[src/rtl/rect_pkg.sv]
// Shared constants and FSM encoding for the rectangle-draw scheduler.
package rect_pkg;

    localparam int SCREEN_W = 160;
    localparam int SCREEN_H = 120;
    localparam int X_W      = 8;
    localparam int Y_W      = 7;
    localparam int RGB_W    = 3;

    typedef enum logic [2:0] {
        S_IDLE = 3'd0,
        S_LOAD = 3'd1,
        S_GO   = 3'd2,
        S_WAIT = 3'd3,
        S_ACK  = 3'd4
    } state_e;

endpackage

[src/rtl/rr_arbiter.sv]
// Combinational round-robin arbiter: first request at or after the pointer, wrapping.
module rr_arbiter
    import rect_pkg::*;
#(
    parameter int NREQ = 4
) (
    input  logic [NREQ-1:0] req_i,
    input  logic [2:0]      ptr_i,
    output logic [NREQ-1:0] grant_o,
    output logic [2:0]      idx_o,
    output logic            any_o
);

    localparam logic [NREQ-1:0] ONE_HOT0 = {{(NREQ-1){1'b0}}, 1'b1};
    localparam logic [3:0]      NREQ_4   = 4'(NREQ);

    logic [2*NREQ-1:0] dbl_s;
    logic [NREQ-1:0]   rot_s;
    logic [2:0]        off_s;
    logic [3:0]        sum_s;
    logic [2:0]        idx_s;
    logic              any_s;

    // Rotate requests so the pointer lands on bit 0, then take the lowest set bit.
    always_comb begin
        dbl_s = {req_i, req_i} >> ptr_i;
        rot_s = dbl_s[NREQ-1:0];
        any_s = 1'b0;
        off_s = 3'd0;
        for (int k = NREQ - 1; k >= 0; k--) begin
            any_s = any_s | rot_s[k];
            off_s = rot_s[k] ? 3'(k) : off_s;
        end
        sum_s = {1'b0, ptr_i} + {1'b0, off_s};
        idx_s = (sum_s >= NREQ_4) ? 3'(sum_s - NREQ_4) : sum_s[2:0];
    end

    assign any_o   = any_s;
    assign idx_o   = idx_s;
    assign grant_o = any_s ? (ONE_HOT0 << idx_s) : {NREQ{1'b0}};

endmodule

[src/rtl/rect_draw_scheduler.sv]
// Shares one rectangle engine among NREQ requesters: round-robin grant, frame
// clipping, null-job bypass, go/done handshake and a one-cycle ack to the winner.
module rect_draw_scheduler
    import rect_pkg::*;
#(
    parameter int NREQ     = 4,
    parameter int SCREEN_W = rect_pkg::SCREEN_W,
    parameter int SCREEN_H = rect_pkg::SCREEN_H
) (
    input  logic                   clk,
    input  logic                   resetn,
    input  logic [NREQ-1:0]        req,
    input  logic [NREQ*X_W-1:0]    req_x0,
    input  logic [NREQ*Y_W-1:0]    req_y0,
    input  logic [NREQ*X_W-1:0]    req_w,
    input  logic [NREQ*Y_W-1:0]    req_h,
    input  logic [NREQ*RGB_W-1:0]  req_rgb,
    output logic [NREQ-1:0]        ack,
    output logic                   busy,
    output logic [2:0]             grant_id,
    output logic [X_W-1:0]         eng_x0,
    output logic [Y_W-1:0]         eng_y0,
    output logic [X_W-1:0]         eng_w,
    output logic [Y_W-1:0]         eng_h,
    output logic [RGB_W-1:0]       eng_rgb,
    output logic                   eng_go,
    input  logic                   eng_done
);

    localparam logic [X_W:0]      SCR_W_EXT = SCREEN_W[X_W:0];
    localparam logic [Y_W:0]      SCR_H_EXT = SCREEN_H[Y_W:0];
    localparam logic [2:0]        LAST_IDX  = 3'(NREQ - 1);
    localparam logic [NREQ-1:0]   ONE_HOT0  = {{(NREQ-1){1'b0}}, 1'b1};

    state_e              state_q, state_d;
    logic [2:0]          rr_q, rr_d;
    logic [2:0]          grant_q, grant_d;
    logic [X_W-1:0]      x0_q, x0_d, w_q, w_d;
    logic [Y_W-1:0]      y0_q, y0_d, h_q, h_d;
    logic [RGB_W-1:0]    rgb_q, rgb_d;
    logic [NREQ-1:0]     ack_q, ack_d;
    logic                go_q, go_d;
    logic                busy_q, busy_d;

    logic [NREQ-1:0]     arb_grant_s;
    logic [2:0]          arb_idx_s;
    logic                arb_any_s;

    logic [X_W-1:0]      sel_x0_s, sel_w_s, clip_w_s;
    logic [Y_W-1:0]      sel_y0_s, sel_h_s, clip_h_s;
    logic [RGB_W-1:0]    sel_rgb_s;
    logic [X_W:0]        avail_w_s;
    logic [Y_W:0]        avail_h_s;
    logic                null_s;

    rr_arbiter #(.NREQ(NREQ)) u_arb (
        .req_i   (req),
        .ptr_i   (rr_q),
        .grant_o (arb_grant_s),
        .idx_o   (arb_idx_s),
        .any_o   (arb_any_s)
    );

    // Select the winner's fields, clip to the frame and flag jobs with nothing to draw.
    always_comb begin
        sel_x0_s  = {X_W{1'b0}};
        sel_y0_s  = {Y_W{1'b0}};
        sel_w_s   = {X_W{1'b0}};
        sel_h_s   = {Y_W{1'b0}};
        sel_rgb_s = {RGB_W{1'b0}};
        for (int k = 0; k < NREQ; k++) begin
            sel_x0_s  |= req_x0[k*X_W +: X_W]      & {X_W{arb_grant_s[k]}};
            sel_y0_s  |= req_y0[k*Y_W +: Y_W]      & {Y_W{arb_grant_s[k]}};
            sel_w_s   |= req_w[k*X_W +: X_W]       & {X_W{arb_grant_s[k]}};
            sel_h_s   |= req_h[k*Y_W +: Y_W]       & {Y_W{arb_grant_s[k]}};
            sel_rgb_s |= req_rgb[k*RGB_W +: RGB_W] & {RGB_W{arb_grant_s[k]}};
        end
        // Widened by one bit so an off-screen origin cannot wrap into a valid width.
        avail_w_s = SCR_W_EXT - {1'b0, sel_x0_s};
        avail_h_s = SCR_H_EXT - {1'b0, sel_y0_s};
        clip_w_s  = ({1'b0, sel_w_s} > avail_w_s) ? avail_w_s[X_W-1:0] : sel_w_s;
        clip_h_s  = ({1'b0, sel_h_s} > avail_h_s) ? avail_h_s[Y_W-1:0] : sel_h_s;
        null_s    = ({1'b0, sel_x0_s} >= SCR_W_EXT) || ({1'b0, sel_y0_s} >= SCR_H_EXT) ||
                    (sel_w_s == {X_W{1'b0}}) || (sel_h_s == {Y_W{1'b0}});
    end

    // Next-state and registered-output logic for the engine handshake.
    always_comb begin
        state_d = state_q;
        rr_d    = rr_q;
        grant_d = grant_q;
        x0_d    = x0_q;
        y0_d    = y0_q;
        w_d     = w_q;
        h_d     = h_q;
        rgb_d   = rgb_q;
        ack_d   = {NREQ{1'b0}};
        go_d    = 1'b0;
        case (state_q)
            S_IDLE: begin
                if (arb_any_s) begin
                    grant_d = arb_idx_s;
                    x0_d    = sel_x0_s;
                    y0_d    = sel_y0_s;
                    w_d     = clip_w_s;
                    h_d     = clip_h_s;
                    rgb_d   = sel_rgb_s;
                    if (null_s) begin
                        state_d = S_ACK;
                        ack_d   = arb_grant_s;
                    end else begin
                        state_d = S_LOAD;
                    end
                end else begin
                    state_d = S_IDLE;
                end
            end
            S_LOAD: begin
                state_d = S_GO;
                go_d    = 1'b1;
            end
            S_GO: begin
                state_d = S_WAIT;
            end
            S_WAIT: begin
                if (eng_done) begin
                    state_d = S_ACK;
                    ack_d   = ONE_HOT0 << grant_q;
                end else begin
                    state_d = S_WAIT;
                end
            end
            S_ACK: begin
                state_d = S_IDLE;
                rr_d    = (grant_q == LAST_IDX) ? 3'd0 : grant_q + 3'd1;
            end
            default: begin
                state_d = S_IDLE;
            end
        endcase
        busy_d = (state_d != S_IDLE);
    end

    // State and output registers; reset abandons any job in flight without an ack.
    always_ff @(posedge clk or negedge resetn) begin
        if (!resetn) begin
            state_q <= S_IDLE;
            rr_q    <= 3'd0;
            grant_q <= 3'd0;
            x0_q    <= {X_W{1'b0}};
            y0_q    <= {Y_W{1'b0}};
            w_q     <= {X_W{1'b0}};
            h_q     <= {Y_W{1'b0}};
            rgb_q   <= {RGB_W{1'b0}};
            ack_q   <= {NREQ{1'b0}};
            go_q    <= 1'b0;
            busy_q  <= 1'b0;
        end else begin
            state_q <= state_d;
            rr_q    <= rr_d;
            grant_q <= grant_d;
            x0_q    <= x0_d;
            y0_q    <= y0_d;
            w_q     <= w_d;
            h_q     <= h_d;
            rgb_q   <= rgb_d;
            ack_q   <= ack_d;
            go_q    <= go_d;
            busy_q  <= busy_d;
        end
    end

    assign ack      = ack_q;
    assign busy     = busy_q;
    assign grant_id = grant_q;
    assign eng_x0   = x0_q;
    assign eng_y0   = y0_q;
    assign eng_w    = w_q;
    assign eng_h    = h_q;
    assign eng_rgb  = rgb_q;
    assign eng_go   = go_q;

endmodule

[config.mk]
export PLATFORM = sky130hd
export DESIGN_NAME = rect_draw_scheduler
export DESIGN_NICKNAME = d
export VERILOG_FILES = /design/src/rtl/rect_pkg.sv /design/src/rtl/rr_arbiter.sv /design/src/rtl/rect_draw_scheduler.sv
export SDC_FILE = /design/constraint.sdc
export NUM_CORES = 1
export LEC_CHECK = 0
export BUFFER_PORTS_ARGS = -buffer_cell sky130_fd_sc_hd__buf_2
export CORE_MARGIN = 2
export CORE_UTILIZATION = 40
export CTS_BUF_LIST = sky130_fd_sc_hd__clkbuf_8
export CTS_CLUSTER_DIAMETER = 100
export CTS_CLUSTER_SIZE = 40
export DETAILED_ROUTE_END_ITERATION = 12
export GPL_ROUTABILITY_DRIVEN = 0
export PLACE_DENSITY = 0.7
export SYNTH_ARGS = -nofsm -noshare
export SYNTH_HDL_FRONTEND = slang
export SYNTH_HIERARCHICAL = 1
export SYNTH_SLANG_ARGS = --single-unit
export TNS_END_PERCENT = 100
[constraint.sdc]
create_clock -name clk -period 4.95 [get_ports clk]
set_clock_uncertainty 0.15 [all_clocks]
set_input_delay 1.2375 -clock clk [delete_from_list [all_inputs] [get_ports clk]]
set_output_delay 1.2375 -clock clk [all_outputs]
set_load 0.03 [all_outputs]
---- Word-level counts from Yosys, hierarchy flattened ----
Index checks and enable logic that the tools add are counted.
storage, ports and cells
  memories ................................ 0
  logic and storage cells ................. 93
  bits in writable memories ............... 0
  memory bits (read-only) ................. 0
  input bits .............................. 139
  output and inout port bits .............. 42
  bits in latches ......................... 0
  register bits after elaboration ......... 48
cells by class
  eq/ne operators ......................... 5
  multipliers ............................. 0
  bitwise operators ....................... 38
  reductions and logical operators ........ 8
  muxes and demuxes ....................... 18
  shift-type cells ........................ 3
  $add $sub $neg .......................... 5
  magnitude comparators ................... 5
  divide/modulo/power cells ............... 0
operators with widths
  kind                                                               number
  8-bit bitwise AND                                                  8
  7-bit bitwise AND                                                  8
  8-bit OR                                                           6
  7-bit OR                                                           6
  3-bit 2-to-1 mux                                                   8
  4-bit 2-to-1 mux                                                   4
  3-bit bitwise AND                                                  4
  3-bit one-hot mux with 4 select lines                              1
  3-bit by 2-bit == test with 1-bit output, second input constant    3
  8-bit by 9-bit greater-than comparator with 1-bit output           1
  3-bit OR                                                           3
  8-bit by 8-bit subtractor with 9-bit output, first input constant  1
  8-bit greater-or-equal comparator, second input constant           1
  7-bit by 8-bit greater-than comparator with 1-bit output           1
  8-bit zero test                                                    1
  8-bit 2-to-1 mux                                                   1
  4-bit one-hot mux with 2 select lines                              1
  1-bit by 3-bit left shift with 4-bit output, first input constant  2
  8-bit by 3-bit right shift with 4-bit output                       1
  7-bit by 7-bit subtractor with 8-bit output, first input constant  1
  7-bit greater-or-equal comparator, second input constant           1
  7-bit zero test                                                    1
  7-bit 2-to-1 mux                                                   1
  3-bit by 3-bit adder with 4-bit output                             1
  other kinds (12)                                                   16

---- Logic depth before layout (Yosys ltp) ----
Gate-level depths: netlist of the first run.
  word-level depth ........................ 22
  mapped depth ............................ 25
  depth with buffers taken out ............ 21

---- Modules after synthesis ----
Netlist of the first run, hierarchy kept.
by module, submodules not included
  module               cells each  area each (sq um)  sequential area each (sq um)  instances
  rect_draw_scheduler  408         3575.9             1201.2                        1
  rr_arbiter           38          280.3              0.0                           1

---- Worst setup path before layout of the first run ----
OpenSTA, ideal clock, no wires.
  kind .................................... input port to flip-flop
  from .................................... input port req[0]
  to ...................................... register w_q[3] (netlist: eng_w[3])
  cell stages on the path ................. 20
  arrival ................................. 5221 ps
  path buffers ............................ 2
  setup time .............................. 124 ps
  setup slack ............................. -545 ps
  data required time ...................... 4676 ps
  cells stage by stage .................... nor2_1 a221oi_1 o211ai_1 ha_1 fa_1 nor4_1 buf_6 buf_6 a22o_1 a221oi_4 ha_1 nand3_1 o31ai_2 xor2_1 ha_1 and3_1 a31oi_1 o211ai_2 and3_1 a211o_1
on the way
  longest elaborated chain between the ends .. 17
  elaborated cells between the ends (all ways) .. 32
  those cells by class .................... 3 x add/sub; 2 x order compare; 2 x shift; 7 x mux; 17 x bitwise; 1 x reduce/logical
RTL lines
  what                                                                                              RTL line                    RTL
  start: declaration                                                                                rect_draw_scheduler.sv:12   input logic [NREQ-1:0] req,
  8-bit by 3-bit right shift with 4-bit output (*)                                                  rr_arbiter.sv:26            dbl_s = {req_i, req_i} >> ptr_i;
  2-bit 2-to-1 mux                                                                                  rr_arbiter.sv:32            off_s = rot_s[k] ? 3'(k) : off_s;
  3-bit 2-to-1 mux (2 in a row)                                                                     rr_arbiter.sv:32
  3-bit 2-to-1 mux (*)                                                                              rr_arbiter.sv:32
  3-bit by 3-bit adder with 4-bit output (*)                                                        rr_arbiter.sv:34            sum_s = {1'b0, ptr_i} + {1'b0, off_s};
  4-bit by 3-bit greater-or-equal comparator with 1-bit output or 3-bit subtractor (tied branches)  rr_arbiter.sv:35            idx_s = (sum_s >= NREQ_4) ? 3'(sum_s - NREQ_4) : sum_s[2:0];
  3-bit 2-to-1 mux (*)                                                                              rr_arbiter.sv:35
  via arb_idx_s[1]                                                                                  rect_draw_scheduler.sv:46   logic [2:0] arb_idx_s;
  1-bit by 3-bit left shift with 4-bit output (*)                                                   rr_arbiter.sv:40            assign grant_o = any_s ? (ONE_HOT0 << idx_s) : {NREQ{1'b0}};
  4-bit 2-to-1 mux (*)                                                                              rr_arbiter.sv:40
  via arb_grant_s[0]                                                                                rect_draw_scheduler.sv:45   logic [NREQ-1:0] arb_grant_s;
  8-bit bitwise AND                                                                                 rect_draw_scheduler.sv:72   sel_x0_s |= req_x0[k*X_W +: X_W] & {X_W{arb_grant_s[k]}};
  8-bit OR (3 in a row)                                                                             rect_draw_scheduler.sv:72
  8-bit by 8-bit subtractor with 9-bit output                                                       rect_draw_scheduler.sv:79   avail_w_s = SCR_W_EXT - {1'b0, sel_x0_s};
  8-bit by 9-bit greater-than comparator with 1-bit output                                          rect_draw_scheduler.sv:81   clip_w_s = ({1'b0, sel_w_s} > avail_w_s) ? avail_w_s[X_W-1:0] : sel_w_s;
  8-bit 2-to-1 mux (*)                                                                              rect_draw_scheduler.sv:81
  end signal: assignment                                                                            rect_draw_scheduler.sv:152  w_q <= {X_W{1'b0}};
  end signal: assignment                                                                            rect_draw_scheduler.sv:164  w_q <= w_d;
  end: declaration                                                                                  rect_draw_scheduler.sv:38   logic [X_W-1:0] x0_q, x0_d, w_q, w_d;
Mark *: on every way through the listed nets, which the timed path passes. The rest lies on a longest branch.
A chain may end at the register's enable or synchronous reset.

---- Final worst setup path of the first run ----
  from .................................... input port req[0]
  to ...................................... register w_q[2] (netlist: eng_w[2])
on the way
  longest elaborated chain between the ends .. 17
  elaborated cells between the ends (all ways) .. 32
  those cells by class .................... 3 x add/sub; 2 x order compare; 2 x shift; 7 x mux; 17 x bitwise; 1 x reduce/logical
RTL lines
  what                                                                                              RTL line
  8-bit by 3-bit right shift with 4-bit output (*)                                                  rr_arbiter.sv:26
  2-bit 2-to-1 mux                                                                                  rr_arbiter.sv:32
  3-bit 2-to-1 mux (3 in a row)                                                                     rr_arbiter.sv:32
  3-bit by 3-bit adder with 4-bit output                                                            rr_arbiter.sv:34
  4-bit by 3-bit greater-or-equal comparator with 1-bit output or 3-bit subtractor (tied branches)  rr_arbiter.sv:35
  3-bit 2-to-1 mux                                                                                  rr_arbiter.sv:35
  1-bit by 3-bit left shift with 4-bit output                                                       rr_arbiter.sv:40
  4-bit 2-to-1 mux (*)                                                                              rr_arbiter.sv:40
  via arb_grant_s[1]                                                                                rect_draw_scheduler.sv:45
  8-bit bitwise AND                                                                                 rect_draw_scheduler.sv:72
  8-bit OR (3 in a row)                                                                             rect_draw_scheduler.sv:72
  8-bit by 8-bit subtractor with 9-bit output                                                       rect_draw_scheduler.sv:79
  8-bit by 9-bit greater-than comparator with 1-bit output                                          rect_draw_scheduler.sv:81
  8-bit 2-to-1 mux (*)                                                                              rect_draw_scheduler.sv:81
Marked as above.

==> results of run 1 <==
-- layer usage --
metal | vias to the layer above | share of wire, % | GRT usage (%)
met5 | - | 0 | 0
met4 | 0 | 2.6 | 11.3
met3 | 31 | 6.1 | 5.75
met2 | 216 | 53 | 52.1
met1 | 2404 | 38 | 33.5
li1 | 2316 | - | -
-- worst paths after layout --
| kind | end | slack (ps) |
|---|---|---|
| worst max-delay path | eng_w[2]$_DFFE_PN0P_ | -550 |
| worst min-delay path | eng_x0[7]$_DFFE_PN0P_ | 350 |
| worst max register to register | eng_w[2]$_DFFE_PN0P_ | -140 |
| worst min register to register | eng_x0[7]$_DFFE_PN0P_ | 350 |
| max in group asynchronous | eng_h[3]$_DFFE_PN0P_ | 3330 |
| min in group asynchronous | busy$_DFF_PN0_ | 880 |
-- cell usage in the layout (no fill, tap or decap), types with 6 or more instances in the layout --
cell type / Yosys / layout
inv_1: 15 / 11
ha_4: 0 / 7
nor3_1: 7 / 6
nor2_1: 25 / 23
ha_1: 23 / 15
a21oi_1: 11 / 6
nand3_1: 16 / 12
a22oi_1: 58 / 46
a31oi_1: 15 / 14
buf_2: 10 / 177
nand2_1: 67 / 62
xnor2_2: 0 / 7
o21ai_0: 21 / 14
a22oi_2: 6 / 18
o211ai_1: 7 / 7
dfrtp_1: 48 / 48
buf_6: 8 / 17
buf_4: 1 / 130
-- worst max-delay path, delay by kind of cell --
family | cells | cell delay [ps]
AOI/OAI and AO/OA | 11 | 2160
xor gates and xnor gates | 1 | 260
adders and majority gates | 4 | 940
buffers and inverters | 4 | 580
and+or+nand+nor | 5 | 370
-- metrics by stage --
stage | util [%] | std cells | setup TNS [ps]
floorplan | - | 446 | -5210
global placement | 60.3 | 827 | -11400
detailed placement | 60.3 | 827 | -15930
CTS | 69.0 | 870 | -3880
global route | 72.6 | 883 | -9460
finish | 72.6 | 883 | -6370
-- area by class of cell --
| cell class | instances | area, sq um |
|---|---|---|
| Clock buffer | 5 | 68.8 |
| Clock inverter | 3 | 42.5 |
| Fill cell | 687 | 2540 |
| Inverter | 15 | 61.3 |
| Multi-Input combinational cell | 355 | 3080 |
| Sequential cell | 48 | 1200 |
| Tap cell | 129 | 161 |
| Timing Repair Buffer | 328 | 2120 |
-- registers in the layout (all words and copies together) (netlist names), 4 cells and up --
| name | flops |
|---|---|
| eng_w | 8 |
| ack | 4 |
| eng_y0 | 7 |
| eng_x0 | 8 |
| eng_h | 7 |
-- kinds of logic after synthesis --
family / count (synthesis) / synth area share, %
adders and majority gates: 24 / 7.98
AOI/OAI and AO/OA: 165 / 32.8
muxes: 1 / 0.260
buffers and inverters: 44 / 6.26
DFF: 48 / 31.1
and+or+nand+nor: 154 / 19.3
xor gates and xnor gates: 10 / 2.27
-- timing repair --
item                                    CTS  global route
gates cloned                              1             0
setup buffers                            35            15
endpoints found under the setup margin   17            21
endpoints found under the hold margin     0             0
resized for setup                        90            42
pin swaps                                59            35
==> flow_metrics.py, run 1 <==
metrics = {
    "detailed_routing": {
        "vias_per_cell": 5.63,
        "post_drt_wl_per_cell_um": 18.1,
        "drt_wl_total_um": 16000,
        "vias": 4967,
        "drcViolationCount": 0,
        "drt_iter0_drc": 254,
        "drt-pass1-iter-count": 5,
        "drtAntennaViolNets": 0,
    },
    "min_path": {
        "whs_path_depth": 2,
        "worstHoldStart": "eng_x0[7]$_DFFE_PN0P_",
        "hold_class": "flip-flop to flip-flop",
    },
    "grt": {
        "grt_usage_pct": 28.8,
        "grt_max_degree": 49,
        "antenna_found_initial": 2,
        "grt_pass1_vias": 4928,
        "grt_pass1_wl_um": 23600,
        "grt_overflow_total": 0,
    },
    "sta": {
        "fin_crit_ps": 5500,
        "rsz0062_at_grt": "true",
        "max_freq_mhz": 182,
        "setup_viol": 16,
        "finalHoldViolations": 0,
        "slew_headroom_pct": 56.5,
        "fin_ws_ps": -547,
        "whs_ps": 347,
        "max_slew.worst_pin.slew_ps": 652,
        "min_period_over_period_pct": 111,
        "slew_viol_final": 0,
    },
    "clocking": {
        "clk_pin_slew_worst_paths_ps": 90,
        "cts_hold_buf": 0,
        "clockBufferDepth": 2,
        "htree_levels": 2,
        "root_buffer": "clkbuf_8",
        "cts_tree": "built",
        "cts_buffers": 5,
        "clock-sinks": 48,
        "insertion_delay_ps": 310,
    },
    "synth": {
        "syn-cell-area_sq_um": 3860,
        "avgSynthCellArea_sq_um": 8.65,
        "synth_area_leaders": "dfrtp_1 (31%), a22oi_1 (11%), ha_1 (7.5%), nand2_1 (6.5%), o21ai_0 (2.7%)",
        "synth-seq-area-share_pct": 31.1,
        "yosys.cell_types.count": 65,
        "ys_top_cells_by_count": "nand2_1 (67), a22oi_1 (58), dfrtp_1 (48), nor2_1 (25), ha_1 (23)",
        "synth_top_area_cell": "dfrtp_1",
        "yosysWarnings": 6,
        "ys_ff_latch": 48,
        "synth_ff_type": "dfrtp_1",
        "postSynthCellCount": 446,
        "synth-edff-count": 0,
        "synth.most_common_cell": "nand2_1",
        "synth_top_area_share_pct": 31.1,
        "synthesis.nets": 609,
        "synthArstFlopShare_pct": 100,
    },
    "critical_path": {
        "crit_path_end_kind": "flip-flop",
        "reg2reg_depth": 24,
        "critPathSlowestCell": "o221a_2",
        "crit_fanout": 8,
        "startpoint_type": "primary input",
        "arrival_ps": 5550,
        "worstSetupPathType": "primary input to flip-flop",
        "slowest_delay_ps": 320,
        "reg2reg_from": "rr_q[0]$_DFFE_PN0N_",
        "critPathLaunch": "req[0]",
        "cp_data_required_time_ps": 5010,
    },
    "cells_and_area": {
        "drive_gt1_share_pct": 58.6,
        "fin_area_sq_um": 6740,
        "fin_nets": 916,
        "syn_to_final_growth_pct": 74.8,
        "diodes": 0,
    },
    "place": {
        "dpl.hpwl_um": 11300,
        "placement.io_buffers": 180,
        "place_ws_ps": -1020,
        "placed_area_sq_um": 5600,
    },
    "run": {
        "maxCapViolations": 0,
    },
    "floorplan": {
        "io_pins": 181,
        "fp-row-count": 35,
        "die_area_sq_um": 10400,
        "die_w_um": 102,
        "start_util_pct": 41.5,
        "dieHeight_um": 102,
        "core_sq_um": 9280,
    },
    "status": {
        "status": "complete, but fails checks",
        "violations": "negative setup slack",
    },
}
Power of run 1 is left out: the tool's default activity adds up to more than one toggle a clock period on the data nets, which glitch-free logic cannot reach.
==> run 2: changes to the inputs <==
Settings changed: PLACE_DENSITY 0.7 to 0.69, SYNTH_HIERARCHICAL 1 to not set.
==> run 2 against run 1 <==
Net effect: the flow still finishes with violations (negative setup slack); first-iteration DRC count down 20%; worst setup slack better by 150 ps; core utilization shrank 8.3 points; hold slack got worse by 20 ps; clock-buffer cell count increased by 1; wire length is 12% lower; non-clock buffer count is 45 lower; synthesized cell count is 3.8% lower; via count decreased by 7.8%; global-route usage is 3.5 points lower; register-to-register slack better by 140 ps; area after synthesis up 5.3%; largest cell class unchanged.
==> flow_metrics.py, run 2 <==
metrics = {
    "synth": {
        "synth_top_area_cell": "dfrtp_1",
        "synthXorXnorAreaFrac_pct": 1.51,
        "synthAdderAreaFrac_pct": 7.58,
        "synth-compound-area-share_pct": 17.6,
        "yosysWarnings": 0,
        "yosys-mux-area-fraction_pct": 18.6,
        "synth_top_area_share_pct": 29.6,
        "synth-seq-area-share_pct": 29.6,
        "synthArstFlopShare_pct": 100,
        "synthesis.nets": 592,
        "synth-edff-count": 0,
        "syn-cell-area_sq_um": 4060,
        "ys_top_cells_by_count": "dfrtp_1 (48), nand2_1 (46), nor2_1 (39), o21ai_0 (30), mux4_2 (28)",
        "yosys.cell_types.count": 61,
        "synth_ff_type": "dfrtp_1",
        "yosys.area_share.simple_pct": 20.8,
        "avgSynthCellArea_sq_um": 9.46,
        "postSynthCellCount": 429,
        "synth.most_common_cell": "dfrtp_1",
        "ys_ff_latch": 48,
        "synth_top_family_by_area": "simple AND/OR/NAND/NOR gates",
        "synth_area_leaders": "dfrtp_1 (30%), mux4_2 (16%), ha_1 (7.1%), nand2_1 (4.3%), o21ai_0 (3.7%)",
    },
    "critical_path": {
        "cp_data_required_time_ps": 5050,
        "startpoint_type": "primary input",
        "crit_fanout": 6,
        "worstSetupPathType": "primary input to flip-flop",
        "crit_path_end_kind": "flip-flop",
        "arrival_ps": 5450,
    },
    "grt": {
        "grt_usage_pct": 25.3,
        "antenna_found_initial": 0,
        "grt_max_degree": 53,
        "grt_overflow_total": 0,
        "grt_pass1_wl_um": 22800,
        "grt_pass1_vias": 4717,
    },
    "cells_and_area": {
        "ff_latch_area_sq_um": 1200,
        "fillers": 838,
        "final_common_cell": "buf_2",
        "multiInputGateArea_sq_um": 3030,
        "fin_cells": 827,
        "drive_gt1_share_pct": 54.9,
        "diodes": 0,
        "mostFrequentLayoutCells": "buf_2 (177), buf_4 (97), dfrtp_1 (48), nand2_1 (42), nor2_1 (34)",
        "syn_to_final_growth_pct": 55.6,
        "fin_nets": 856,
    },
    "clocking": {
        "cts_buffers": 5,
        "clockBufferDepth": 2,
        "htree_levels": 2,
        "cts_tree": "built",
        "clock-sinks": 48,
        "clk_pin_slew_worst_paths_ps": 90,
        "root_buffer": "clkbuf_8",
        "cts_hold_buf": 0,
        "insertion_delay_ps": 310,
    },
    "place": {
        "placement.io_buffers": 180,
        "dp.cells": 802,
        "dpl.hpwl_um": 11200,
        "place_ws_ps": -790,
    },
    "min_path": {
        "hold_class": "flip-flop to flip-flop",
    },
    "floorplan": {
        "start_util_pct": 41.3,
        "fp-row-count": 36,
        "core_sq_um": 9820,
        "dieHeight_um": 105,
        "io_pins": 181,
        "die_area_sq_um": 11000,
        "die_w_um": 105,
    },
    "sta": {
        "max_freq_mhz": 187,
        "fin_crit_ps": 5350,
        "fin_ws_ps": -401,
        "max_slew.worst_pin.slew_ps": 1130,
        "min_period_over_period_pct": 108,
        "slew_headroom_pct": 24.9,
        "slew_viol_final": 0,
        "setup_viol": 15,
        "whs_ps": 327,
        "rsz0062_at_grt": "true",
        "finalHoldViolations": 0,
    },
    "status": {
        "violations": "negative setup slack",
        "status": "complete, but fails checks",
    },
    "detailed_routing": {
        "drt-pass1-iter-count": 5,
        "post_drt_wl_per_cell_um": 17.0,
        "drtAntennaViolNets": 0,
        "drcViolationCount": 0,
        "vias_per_cell": 5.54,
        "drt_iter0_drc": 203,
        "vias": 4582,
        "drt_wl_total_um": 14000,
    },
    "run": {
        "maxCapViolations": 0,
    },
}
## run 2: changes by cell type after synthesis, sizes merged, moves of 8 or more
cell,previous run,this run
nand2,67,46
a31oi,15,7
and3,6,18
o21ai,22,31
a22oi,64,0
mux4,0,28
mux2,0,8
nor2,25,39
buf,20,10
## run 2: layout make-up
cell class / instances / share of cell area (%)
Multi-Input combinational cell: 343 / 48.0
Inverter: 12 / 0.713
Sequential cell: 48 / 19.0
Timing Repair Buffer: 283 / 27.7
Clock buffer: 6 / 1.31
Tap cell: 133 / 2.63
Clock inverter: 2 / 0.614
## run 2: logic make-up (layout without fill, tap and decap cells)
group,after synthesis,in the layout
simple gates,170,170
compound gates,103,103
mux,39,39
buf+inv,38,303
flops,48,48
fa+ha+maj,24,24
xor+xnor,7,7
## run 2: metrics by stage
| stage | cell area (sq um) | util, % | setup TNS [ps] |
|---|---|---|---|
| CTS | 6210 | 63.3 | -3360 |
| detailed placement | 5810 | 59.1 | -12340 |
| global route | 6320 | 64.3 | -7420 |
| finish | 6320 | 64.3 | -4820 |
| floorplan | 4240 | - | -4490 |
| global placement | 5810 | 59.1 | -9240 |
## run 2: worst max-delay path: stages
cell and delay, ps:
buf_8 110, nand2b_4 140, a21oi_2 120, a31oi_1 60
o32a_1 160, o22a_1 230, fa_2 640, buf_4 140
buf_4 120, mux4_2 390, o41ai_4 430, xnor2_1 170
nand2_1 120, ha_4 290, and3_4 180, o21ai_2 60
o21a_2 250, or4_1 510, nand3_1 80
## run 2: per-layer routing
layer | routed length [um] | global-route usage, % | vias up | share of wire [%]
li1 | - | - | 2162 | -
met2 | 6900 | 43.3 | 177 | 49
met3 | 743 | 3.56 | 32 | 5.3
met1 | 6060 | 33.1 | 2211 | 43
met5 | 0 | 0 | - | 0
met4 | 320 | 7.52 | 0 | 2.3
## run 2: repair_timing
| item | in CTS | in global routing |
|---|---|---|
| buffers inserted | 12 | 4 |
| gates cloned | 1 | 0 |
| pin swaps | 32 | 21 |
| gates resized for setup | 40 | 17 |
| endpoints found under the setup margin | 15 | 21 |
## run 2: path summary, 6_finish.rpt
path                                  startpoint                    end  slack [ps]  cells after the start
setup / recovery                          req[3]   eng_w[3]$_DFFE_PN0P_        -400                     19
hold / removal             eng_x0[1]$_DFFE_PN0P_  eng_x0[1]$_DFFE_PN0P_         330                      2
setup reg to reg             rr_q[0]$_DFFE_PN0N_   eng_w[3]$_DFFE_PN0P_           0                     18
hold reg to reg            eng_x0[1]$_DFFE_PN0P_  eng_x0[1]$_DFFE_PN0P_         330                      2
max in group asynchronous                 resetn   eng_w[6]$_DFFE_PN0P_        2970                      1
min in group asynchronous                 resetn       eng_go$_DFF_PN0_         980                      1
Power of run 2 is left out for the same reason.
==> run 3: changes to the inputs <==
--- a/config.mk
+++ b/config.mk
@@ -14,3 +14,2 @@
 export DETAILED_ROUTE_END_ITERATION = 12
-export GPL_ROUTABILITY_DRIVEN = 0
 export PLACE_DENSITY = 0.69
==> constraint.sdc (replaced) <==
create_clock -name clk -period 4.95 [get_ports clk]
set_clock_uncertainty 0.15 [all_clocks]
set_input_delay 0.2475 -clock clk [delete_from_list [all_inputs] [get_ports clk]]
set_output_delay 0.2475 -clock clk [all_outputs]
set_load 0.03 [all_outputs]
==> run 3 against run 2 <==
Net effect: the flow finishes with violations (negative hold slack); final cell count shrank 8.3%; critical endpoint unchanged; die area unchanged; highest routed layer unchanged; wire length fell by 4.1%.
==> flow_metrics.py, run 3 (synthesis results as in run 2) <==
metrics = {
    "detailed_routing": {
        "drt-pass1-iter-count": 5,
        "wl_met2_um": 6640,
        "drtAntennaViolNets": 0,
        "post_drt_wl_per_cell_um": 17.7,
        "wl_met3_um": 979,
        "vias_per_cell": 5.68,
        "drt-met1-wl_um": 5640,
        "drt_wl_total_um": 13400,
        "drt_iter0_drc": 264,
        "highest_layer": "met4",
        "drcViolationCount": 0,
        "vias": 4302,
    },
    "critical_path": {
        "critPathSlowestCell": "fa_2",
        "critical_path.most_common_cell": "buf_6",
        "crit_path_end_kind": "flip-flop",
        "cp_data_required_time_ps": 5050,
        "path_cells": "buf_6 > nor2_4 > nand2_2 > o21ai_2 > o21ai_1 > nand3_1 > ha_2 > inv_2 > fa_2 > buf_6 > mux4_2 > buf_6 > o41ai_4 > xnor2_1 > nand2_1 > ha_4 > and3_4 > o21ai_4 > o21a_4 > or4_4 > nand3_2",
        "crit_fanout": 8,
        "arrival_ps": 4910,
        "worstSetupPathType": "flip-flop to flip-flop",
        "startpoint_type": "flip-flop",
        "crit_family": "adder cells",
        "slowest_delay_ps": 690,
        "critical_path_buf_inv_count": 4,
    },
    "clocking": {
        "root_buffer": "clkbuf_8",
        "clockBufferDepth": 2,
        "cts_buffers": 5,
        "cts_tree": "built",
        "htree_levels": 2,
        "clock-sinks": 48,
        "clk_pin_slew_worst_paths_ps": 100,
        "cts_hold_buf": 0,
        "insertion_delay_ps": 300,
    },
    "sta": {
        "min_period_over_period_pct": 97.1,
        "setup_viol": 0,
        "rsz0062_at_grt": "true",
        "fin_ws_ps": 141,
        "fin_crit_ps": 4810,
        "max_slew.worst_pin.slew_ps": 1090,
        "slew_headroom_pct": 27.0,
        "max_freq_mhz": 208,
        "whs_ps": -28.6,
        "finalHoldViolations": 16,
        "slew_viol_final": 0,
    },
    "floorplan": {
        "die_w_um": 105,
        "die_area_sq_um": 11000,
        "fp-row-count": 36,
        "start_util_pct": 41.3,
        "io_pins": 181,
        "dieHeight_um": 105,
        "core_sq_um": 9820,
    },
    "place": {
        "dpl.hpwl_um": 10500,
        "place_ws_ps": 27.1,
        "place_congestion": 0.933,
        "placement.io_buffers": 180,
    },
    "grt": {
        "grt_pass1_wl_um": 21000,
        "antenna_found_initial": 1,
        "grt_usage_pct": 23.6,
        "grt_overflow_total": 0,
        "grt_max_degree": 53,
        "grt_pass1_vias": 4176,
    },
    "min_path": {
        "hold_class": "primary input to asynchronous set/reset pin",
    },
    "status": {
        "violations": "negative hold slack",
        "status": "complete, but fails checks",
    },
    "cells_and_area": {
        "fillers": 908,
        "final_common_cell": "buf_2",
        "mostFrequentLayoutCells": "buf_2 (180), dfrtp_1 (46), nand2_1 (43), nor2_1 (38)",
        "syn_to_final_growth_pct": 38.2,
        "fin_nets": 786,
        "drive_gt1_share_pct": 47.6,
    },
    "run": {
        "maxCapViolations": 0,
    },
}
## run 3: worst register-to-register path, cell delays in order, from the launching register on
cell	delay, ps
dfrtp_2	470
buf_6	150
nor2_4	80
nand2_2	60
o21ai_2	60
o21ai_1	80
nand3_1	90
ha_2	190
inv_2	50
fa_2	690
buf_6	140
mux4_2	350
buf_6	160
o41ai_4	370
xnor2_1	170
nand2_1	140
ha_4	290
and3_4	190
o21ai_4	70
o21a_4	250
or4_4	510
nand3_2	70
## run 3: layout make-up
class | instances | area [sq um] | share of cell area (%)
antenna | 1 | 2.50 | 0.0446
clock buffer | 6 | 82.6 | 1.47
clock inverter | 2 | 38.8 | 0.691
inverter | 12 | 45.0 | 0.803
multi-input combinational | 344 | 2910 | 51.9
sequential | 48 | 1200 | 21.4
tap | 133 | 166 | 2.97
timing repair buffer | 212 | 1160 | 20.7
## run 3: metrics by stage
stage                     area [sq um]  cells  TNS, ps  util (%)  hold slack (ps)
after floorplan                   4070    429        0         -             -198
after global placement            5200    740        0      52.9              306
after detailed placement          5200    740        0      52.9              315
after CTS                         5330    748        0      54.2             20.9
after global routing              5610    758     -226      57.1             54.9
final                             5610    758        0      57.1            -28.6
## run 3: worst paths after layout
kind,depth (start not counted),start,slack (ps),endpoint
hold reg to reg,1,eng_y0[0]$_DFFE_PN0P_,330,eng_y0[0]$_DFFE_PN0P_
hold / removal,1,resetn,-30,busy$_DFF_PN0_
max in group asynchronous,1,resetn,3950,rr_q[1]$_DFFE_PN0N_
min in group clk,3,req_rgb[9],60,eng_rgb[0]$_DFFE_PN0P_
setup / recovery,21,rr_q[0]$_DFFE_PN0N_,140,eng_w[3]$_DFFE_PN0P_
setup reg to reg,21,rr_q[0]$_DFFE_PN0N_,140,eng_w[3]$_DFFE_PN0P_
## run 3: what timing repair did
item	in CTS	in global routing
setup endpoints to repair	1	15
pin swaps	0	19
gates resized for setup	1	52
cloned	0	1
buffers inserted	0	8
## run 3: layer usage
metal	up-vias	GRT usage (%)
met5	-	0
met4	0	4.76
met3	17	3.24
met2	188	39.4
met1	2079	32.9
li1	2018	-
Power of run 3 is left out for the same reason.
